===== config.mk =====
export PLATFORM = sky130hd
export DESIGN_NAME = fp32_mult
export DESIGN_NICKNAME = d
export VERILOG_FILES = /design/src/rtl/f32_pkg.sv /design/src/rtl/mant_mult24.sv /design/src/rtl/fp32_mult.sv
export SDC_FILE = /design/constraint.sdc
export NUM_CORES = 1
export LEC_CHECK = 0
export CORE_AREA = 5 5 184 186
export DETAILED_ROUTE_END_ITERATION = 10
export DIE_AREA = 0 0 189 191
export DONT_BUFFER_PORTS = 1
export SYNTH_ARGS = -nofsm -noshare
export SYNTH_HDL_FRONTEND = slang
export SYNTH_SLANG_ARGS = --single-unit

===== constraint.sdc =====
create_clock -name clk -period 8.7 [get_ports clk]
set_input_delay 0.435 -clock clk [delete_from_list [all_inputs] [get_ports clk]]
set_output_delay 0.435 -clock clk [all_outputs]
set_load 0.005 [all_outputs]

===== src/rtl/f32_pkg.sv =====
// Shared definitions for the sequential binary32 multiplier: field layout,
// constants and FSM state encoding.
package f32_pkg;

  localparam int          SIGN_W   = 1;
  localparam int          EXP_W    = 8;
  localparam int          FRAC_W   = 23;
  localparam int          EXP_BIAS = 127;
  localparam logic [31:0] QNAN     = 32'h7FC00000;

  typedef enum logic [2:0] {
    S_IDLE,
    S_UNPACK,
    S_MULT,
    S_NORM,
    S_ROUND,
    S_DONE
  } f32_state_t;

  typedef struct packed {
    logic [SIGN_W-1:0] sign;
    logic [EXP_W-1:0]  exp;
    logic [FRAC_W-1:0] frac;
  } f32_t;

endpackage


===== src/rtl/mant_mult24.sv =====
// Iterative 24x24 unsigned shift-add multiplier: one multiplier bit per
// cycle, LSB first, exactly 24 cycles after a load.
module mant_mult24 (
  input  logic        clk,
  input  logic        rst,
  input  logic        load,
  input  logic [23:0] op_a,
  input  logic [23:0] op_b,
  output logic [47:0] product,
  output logic        busy
);

  logic [47:0] mcand;
  logic [23:0] mplier;
  logic [47:0] acc;
  logic [4:0]  count;

  // count holds the number of iterations still to run
  always_ff @(posedge clk) begin
    if (rst) begin
      mcand  <= '0;
      mplier <= '0;
      acc    <= '0;
      count  <= '0;
    end else if (load) begin
      mcand  <= {24'b0, op_a};
      mplier <= op_b;
      acc    <= '0;
      count  <= 5'd24;
    end else if (count != 5'd0) begin
      if (mplier[0]) begin
        acc <= acc + mcand;
      end
      mcand  <= mcand << 1;
      mplier <= mplier >> 1;
      count  <= count - 5'd1;
    end
  end

  assign product = acc;
  assign busy    = (count != 5'd0);

endmodule


===== src/rtl/fp32_mult.sv =====
// Sequential IEEE-754 binary32 multiplier with start/done handshake,
// round-to-nearest-even, flush-to-zero on denormals and underflow.
module fp32_mult
  import f32_pkg::*;
(
  input  logic        clk,
  input  logic        rst,
  input  logic [31:0] a,
  input  logic [31:0] b,
  input  logic        start,
  output logic        done,
  output logic [31:0] p
);

  f32_state_t state, state_next;

  f32_t a_reg, b_reg;
  logic a_zero, a_inf, a_nan;
  logic b_zero, b_inf, b_nan;
  logic [23:0] mant_a, mant_b;
  logic signed [9:0] exp_sum;
  logic        res_sign;
  logic        special;
  logic [31:0] special_val;

  logic        sign_r;
  logic signed [9:0] exp_r;
  logic        special_r;
  logic [31:0] special_val_r;
  logic [4:0]  mult_cnt;
  logic [23:0] sig_r;
  logic        g_r, r_r, s_r;
  logic [31:0] res_r;

  logic [47:0] prod;
  logic        mult_busy;
  logic        mult_load;

  logic        round_up;
  logic [24:0] rounded;
  logic signed [9:0] exp_fin;
  logic [22:0] frac_fin;
  logic [31:0] packed_res;

  assign a_zero = (a_reg.exp == 8'h00);
  assign b_zero = (b_reg.exp == 8'h00);
  assign a_inf  = (a_reg.exp == 8'hFF) && (a_reg.frac == '0);
  assign b_inf  = (b_reg.exp == 8'hFF) && (b_reg.frac == '0);
  assign a_nan  = (a_reg.exp == 8'hFF) && (a_reg.frac != '0);
  assign b_nan  = (b_reg.exp == 8'hFF) && (b_reg.frac != '0);

  assign mant_a   = {1'b1, a_reg.frac};
  assign mant_b   = {1'b1, b_reg.frac};
  assign res_sign = a_reg.sign ^ b_reg.sign;
  assign exp_sum  = $signed({2'b00, a_reg.exp}) + $signed({2'b00, b_reg.exp})
                  - $signed(10'(EXP_BIAS));

  // Denormal inputs count as zero, so any exponent of 0 lands in the zero case
  always_comb begin
    special     = 1'b0;
    special_val = '0;
    if (a_nan || b_nan || (a_inf && b_zero) || (b_inf && a_zero)) begin
      special     = 1'b1;
      special_val = QNAN;
    end else if (a_inf || b_inf) begin
      special     = 1'b1;
      special_val = {res_sign, 8'hFF, 23'b0};
    end else if (a_zero || b_zero) begin
      special     = 1'b1;
      special_val = {res_sign, 31'b0};
    end
  end

  assign mult_load = (state == S_UNPACK);

  mant_mult24 u_mant_mult24 (
    .clk     (clk),
    .rst     (rst),
    .load    (mult_load),
    .op_a    (mant_a),
    .op_b    (mant_b),
    .product (prod),
    .busy    (mult_busy)
  );

  assign round_up = g_r & (r_r | s_r | sig_r[0]);
  assign rounded  = {1'b0, sig_r} + {24'b0, round_up};
  assign exp_fin  = exp_r + $signed({9'b0, rounded[24]});
  assign frac_fin = rounded[24] ? rounded[23:1] : rounded[22:0];

  always_comb begin
    packed_res = {sign_r, exp_fin[7:0], frac_fin};
    if (exp_fin >= 10'sd255) begin
      packed_res = {sign_r, 8'hFF, 23'b0};
    end else if (exp_fin <= 10'sd0) begin
      packed_res = {sign_r, 31'b0};
    end
  end

  always_ff @(posedge clk) begin
    if (rst) begin
      state <= S_IDLE;
    end else begin
      state <= state_next;
    end
  end

  // The mult counter paces MULT; losing busy early is treated as finished too
  always_comb begin
    state_next = state;
    case (state)
      S_IDLE:   if (start) state_next = S_UNPACK;
      S_UNPACK: state_next = S_MULT;
      S_MULT:   if (mult_cnt == 5'd23 || !mult_busy) state_next = S_NORM;
      S_NORM:   state_next = S_ROUND;
      S_ROUND:  state_next = S_DONE;
      S_DONE:   state_next = S_IDLE;
      default:  state_next = S_IDLE;
    endcase
  end

  always_ff @(posedge clk) begin
    if (rst) begin
      a_reg         <= '0;
      b_reg         <= '0;
      sign_r        <= 1'b0;
      exp_r         <= '0;
      special_r     <= 1'b0;
      special_val_r <= '0;
      mult_cnt      <= '0;
      sig_r         <= '0;
      g_r           <= 1'b0;
      r_r           <= 1'b0;
      s_r           <= 1'b0;
      res_r         <= '0;
      p             <= '0;
      done          <= 1'b0;
    end else begin
      done <= (state == S_DONE);
      case (state)
        S_IDLE: begin
          if (start) begin
            a_reg <= a;
            b_reg <= b;
          end
        end
        S_UNPACK: begin
          sign_r        <= res_sign;
          exp_r         <= exp_sum;
          special_r     <= special;
          special_val_r <= special_val;
          mult_cnt      <= '0;
        end
        S_MULT: begin
          mult_cnt <= mult_cnt + 5'd1;
        end
        S_NORM: begin
          if (prod[47]) begin
            sig_r <= prod[47:24];
            g_r   <= prod[23];
            r_r   <= prod[22];
            s_r   <= |prod[21:0];
            exp_r <= exp_r + 10'sd1;
          end else begin
            sig_r <= prod[46:23];
            g_r   <= prod[22];
            r_r   <= prod[21];
            s_r   <= |prod[20:0];
          end
        end
        S_ROUND: begin
          res_r <= special_r ? special_val_r : packed_res;
        end
        S_DONE: begin
          p <= res_r;
        end
        default: ;
      endcase
    end
  end

endmodule


==> results.json <==
{
  "synth_top_cell_by_area": "dfxtp_1",
  "worstPathMaxFanout": 13,
  "fillCellCount": 3137,
  "fin_nets": 2064,
  "drive_above_1_share_pct": 5.082,
  "vias_per_cell": 5.635,
  "ctsResizeCount": 0,
  "netlist-cell-type-count": 71,
  "place_area_mm2": 0.01554,
  "htreeDepth": 2,
  "syn-num-nets": 2131,
  "clkLatencyLatePin_ns": 0.52,
  "critical_path_arrival_ns": 5.28,
  "crit_type": "register to register",
  "power.density_mw_per_mm2": 230.1,
  "period_share_pct": 55.64,
  "hold_violations": 0,
  "final_area_mm2": 0.01675,
  "ys_warn_count": 0,
  "drtPass1Iterations": 5,
  "post_cts_buffers": 0,
  "cp.required_ns": 9.14,
  "tritoncts": "yes",
  "critical_path.endpoint_type": "register",
  "layout_commonest_cell": "nand2_1",
  "slew_violations": 0,
  "io_pins": 100,
  "synth_area_mm2": 0.01537,
  "hpwl_um": 25550,
  "start_util_pct": 47.85,
  "skew_ns": 0.02145,
  "drt_iter0_drc": 741,
  "die_height_um": 191,
  "antenna_left": 0,
  "cpPeakStageDelay_ns": 0.61,
  "synth-seq-area-share_pct": 39.59,
  "layout_common_cells": "502 x nand2_1, 304 x dfxtp_1, 225 x a21oi_1",
  "path_clk_slew_ns": 0.06,
  "root_buffer": "clkbuf_16",
  "cts_sinks": 304,
  "synth_simple_gate_area_share_pct": 23.73,
  "grt_pass1_wl_um": 63300,
  "synth_edf_count": 0,
  "ys_async_sr_fraction_pct": 0,
  "setup_viol": 0,
  "crit_slowest_cell": "nor3_2",
  "synth-compound-area-share_pct": 20.81,
  "holdWs_ns": 0.04340,
  "worst_pin_slew_ns": 1.100,
  "drv_cap": 0,
  "max_freq_ghz": 0.2066,
  "ys_ff_latch": 304,
  "clockBufferDepth": 3,
  "core_mm2": 0.03212,
  "grt_overflow": 0,
  "syn_inst": 1992,
  "rsz0062_at_grt": "false",
  "stdcell_count": 2356,
  "dp_cells": 2292,
  "leakagePower_uw": 0.006371,
  "num_vias": 13280,
  "syn_to_final_growth_pct": 8.945,
  "antenna_found_initial": 0,
  "cts_buffers": 35,
  "route.detailed.drc": 0,
  "hold_class": "input pin to register",
  "grt_use_total_pct": 20.60,
  "first_global_vias": 12610,
  "synth_top_cell_area_share_pct": 39.59,
  "crit_family": "simple AND/OR/NAND/NOR gates",
  "numPortBuffers": 0,
  "die_x_um": 189,
  "synth_ff_type": "dfxtp_1",
  "num_rows": 66,
  "cpMostUsedCell": "nand3_1",
  "crit_buf_inv": 1,
  "synth_xor_area_share_pct": 3.931,
  "relSlewSlack_pct": 26.67,
  "synthAdderAreaFrac_pct": 5.958,
  "totalPowerFinal_uw": 3854,
  "setup_tns_ns": 0,
  "routabilityCongestion": 0.8889,
  "status": "finished, final reports clean",
  "grt_max_degree": 107,
  "synth_area_per_cell_um2": 7.717,
  "yosys-top-cells-area": "dfxtp_1 40%, nand2_1 12%, a21oi_1 7.3%",
  "path_cells": "and2_1 > ha_1 > and4_1 > and3_1 > and3_1 > nand3_1 > nor2_1 > nand3_1 > inv_1 > ha_1 > nand3_1 > or3_1 > xor2_1 > or3_1 > o31ai_2 > nand2b_1 > nor3_2 > nand2_2 > o21ai_1",
  "wl_per_cell_um": 16.19,
  "vdd_drop_max_v": 0.0001361,
  "die_area_mm2": 0.03610,
  "synth_mux_area_share_pct": 2.149,
  "synth_top_family_by_area": "simple AND/OR/NAND/NOR gates",
  "antenna_cells": 0,
  "wirelength_um": 38140,
  "min_period_ns": 4.840,
  "start_kind": "register"
}
cells by family (layout without fill, tap and decap cells):
group / count (synthesis) / in the layout
AND/OR/NAND/NOR: 855 / 855
flip-flops: 304 / 304
multiplexers: 33 / 33
AO/OA/AOI/OAI: 506 / 506
XOR/XNOR: 69 / 69
adder cells (fa/ha/maj): 72 / 72
buffers and inverters: 153 / 109
layer usage:
metal	GRT usage [%]	wire, µm	up-vias
li1	-	-	6805
met1	28.63	18440	6193
met2	33.97	17380	228
met3	3.178	1618	51
met4	4.765	689	0
met5	0	0	-
worst reg2reg max path: stages, from the launching register on:
cell and delay, ns:
dfxtp_1 0.35, and2_1 0.16, ha_1 0.20, and4_1 0.24, and3_1 0.23, and3_1 0.26, nand3_1 0.18, nor2_1 0.23
nand3_1 0.33, inv_1 0.19, ha_1 0.16, nand3_1 0.13, or3_1 0.35, xor2_1 0.23, or3_1 0.18, o31ai_2 0.08
nand2b_1 0.20, nor3_2 0.61, nand2_2 0.28, o21ai_1 0.18
metrics by stage:
| stage | setup WS, ns | utilization, % |
|---|---|---|
| 6_report | 3.860 | 52.13 |
| 5_1_grt | 3.423 | 52.13 |
| 4_1_cts | 3.773 | 52.13 |
| 3_5_place_dp | 3.804 | 48.38 |
| 3_3_place_gp | 3.906 | 48.38 |
| 2_1_floorplan | 4.753 | - |
cells in the mapped netlist (19+ instances only):
| cell type | n |
|---|---|
| mux2i_1 | 33 |
| ha_1 | 70 |
| nor4_1 | 19 |
| o21ai_0 | 46 |
| o21ai_1 | 26 |
| nor3_1 | 25 |
| a21oi_1 | 225 |
| xor2_1 | 28 |
| a21o_1 | 43 |
| nand2_1 | 503 |
| a311oi_1 | 46 |
| nand3_1 | 34 |
| inv_1 | 32 |
| a211oi_1 | 38 |
| nor2_1 | 173 |
| dfxtp_1 | 304 |
| and3_1 | 19 |
| clkbuf_1 | 102 |
| xnor2_1 | 41 |
report_power, final:
group          switching, µW  internal (µW)
Sequential               115           1510
Combinational            531            231
Clock                    576            888
Total                   1220           2630
timing repair:
item | in CTS | in global routing
setup endpoints to repair | 0 | 0
endpoints found under the hold margin | 50 | 0
hold buffers | 4 | 0
path summary, 6_finish.rpt:
| check | from | endpoint | slack, ns | depth (start not counted) |
|---|---|---|---|---|
| max | sig_r[0]$_SDFFE_PP0P_ | res_r[5]$_SDFFE_PP0P_ | 3.86 | 19 |
| min | a[16] | a_reg[16]$_SDFFE_PP0P_ | 0.04 | 2 |
| max reg2reg | sig_r[0]$_SDFFE_PP0P_ | res_r[5]$_SDFFE_PP0P_ | 3.86 | 19 |
| min reg2reg | res_r[13]$_SDFFE_PP0P_ | res_r[13]$_SDFFE_PP0P_ | 0.45 | 2 |
area by class of cell:
cell class,instances,area (µm²),share of cell area [%]
clock buffers,53,1045,6.238
inverters,33,123.9,0.7396
clock inverters,7,102.6,0.6126
flip-flops and latches,304,6086,36.34
well taps,408,510.5,3.048
repair buffers,16,150.1,0.8965
multi-input cells,1535,8730,52.13
Power figures use the tool's default switching activity.
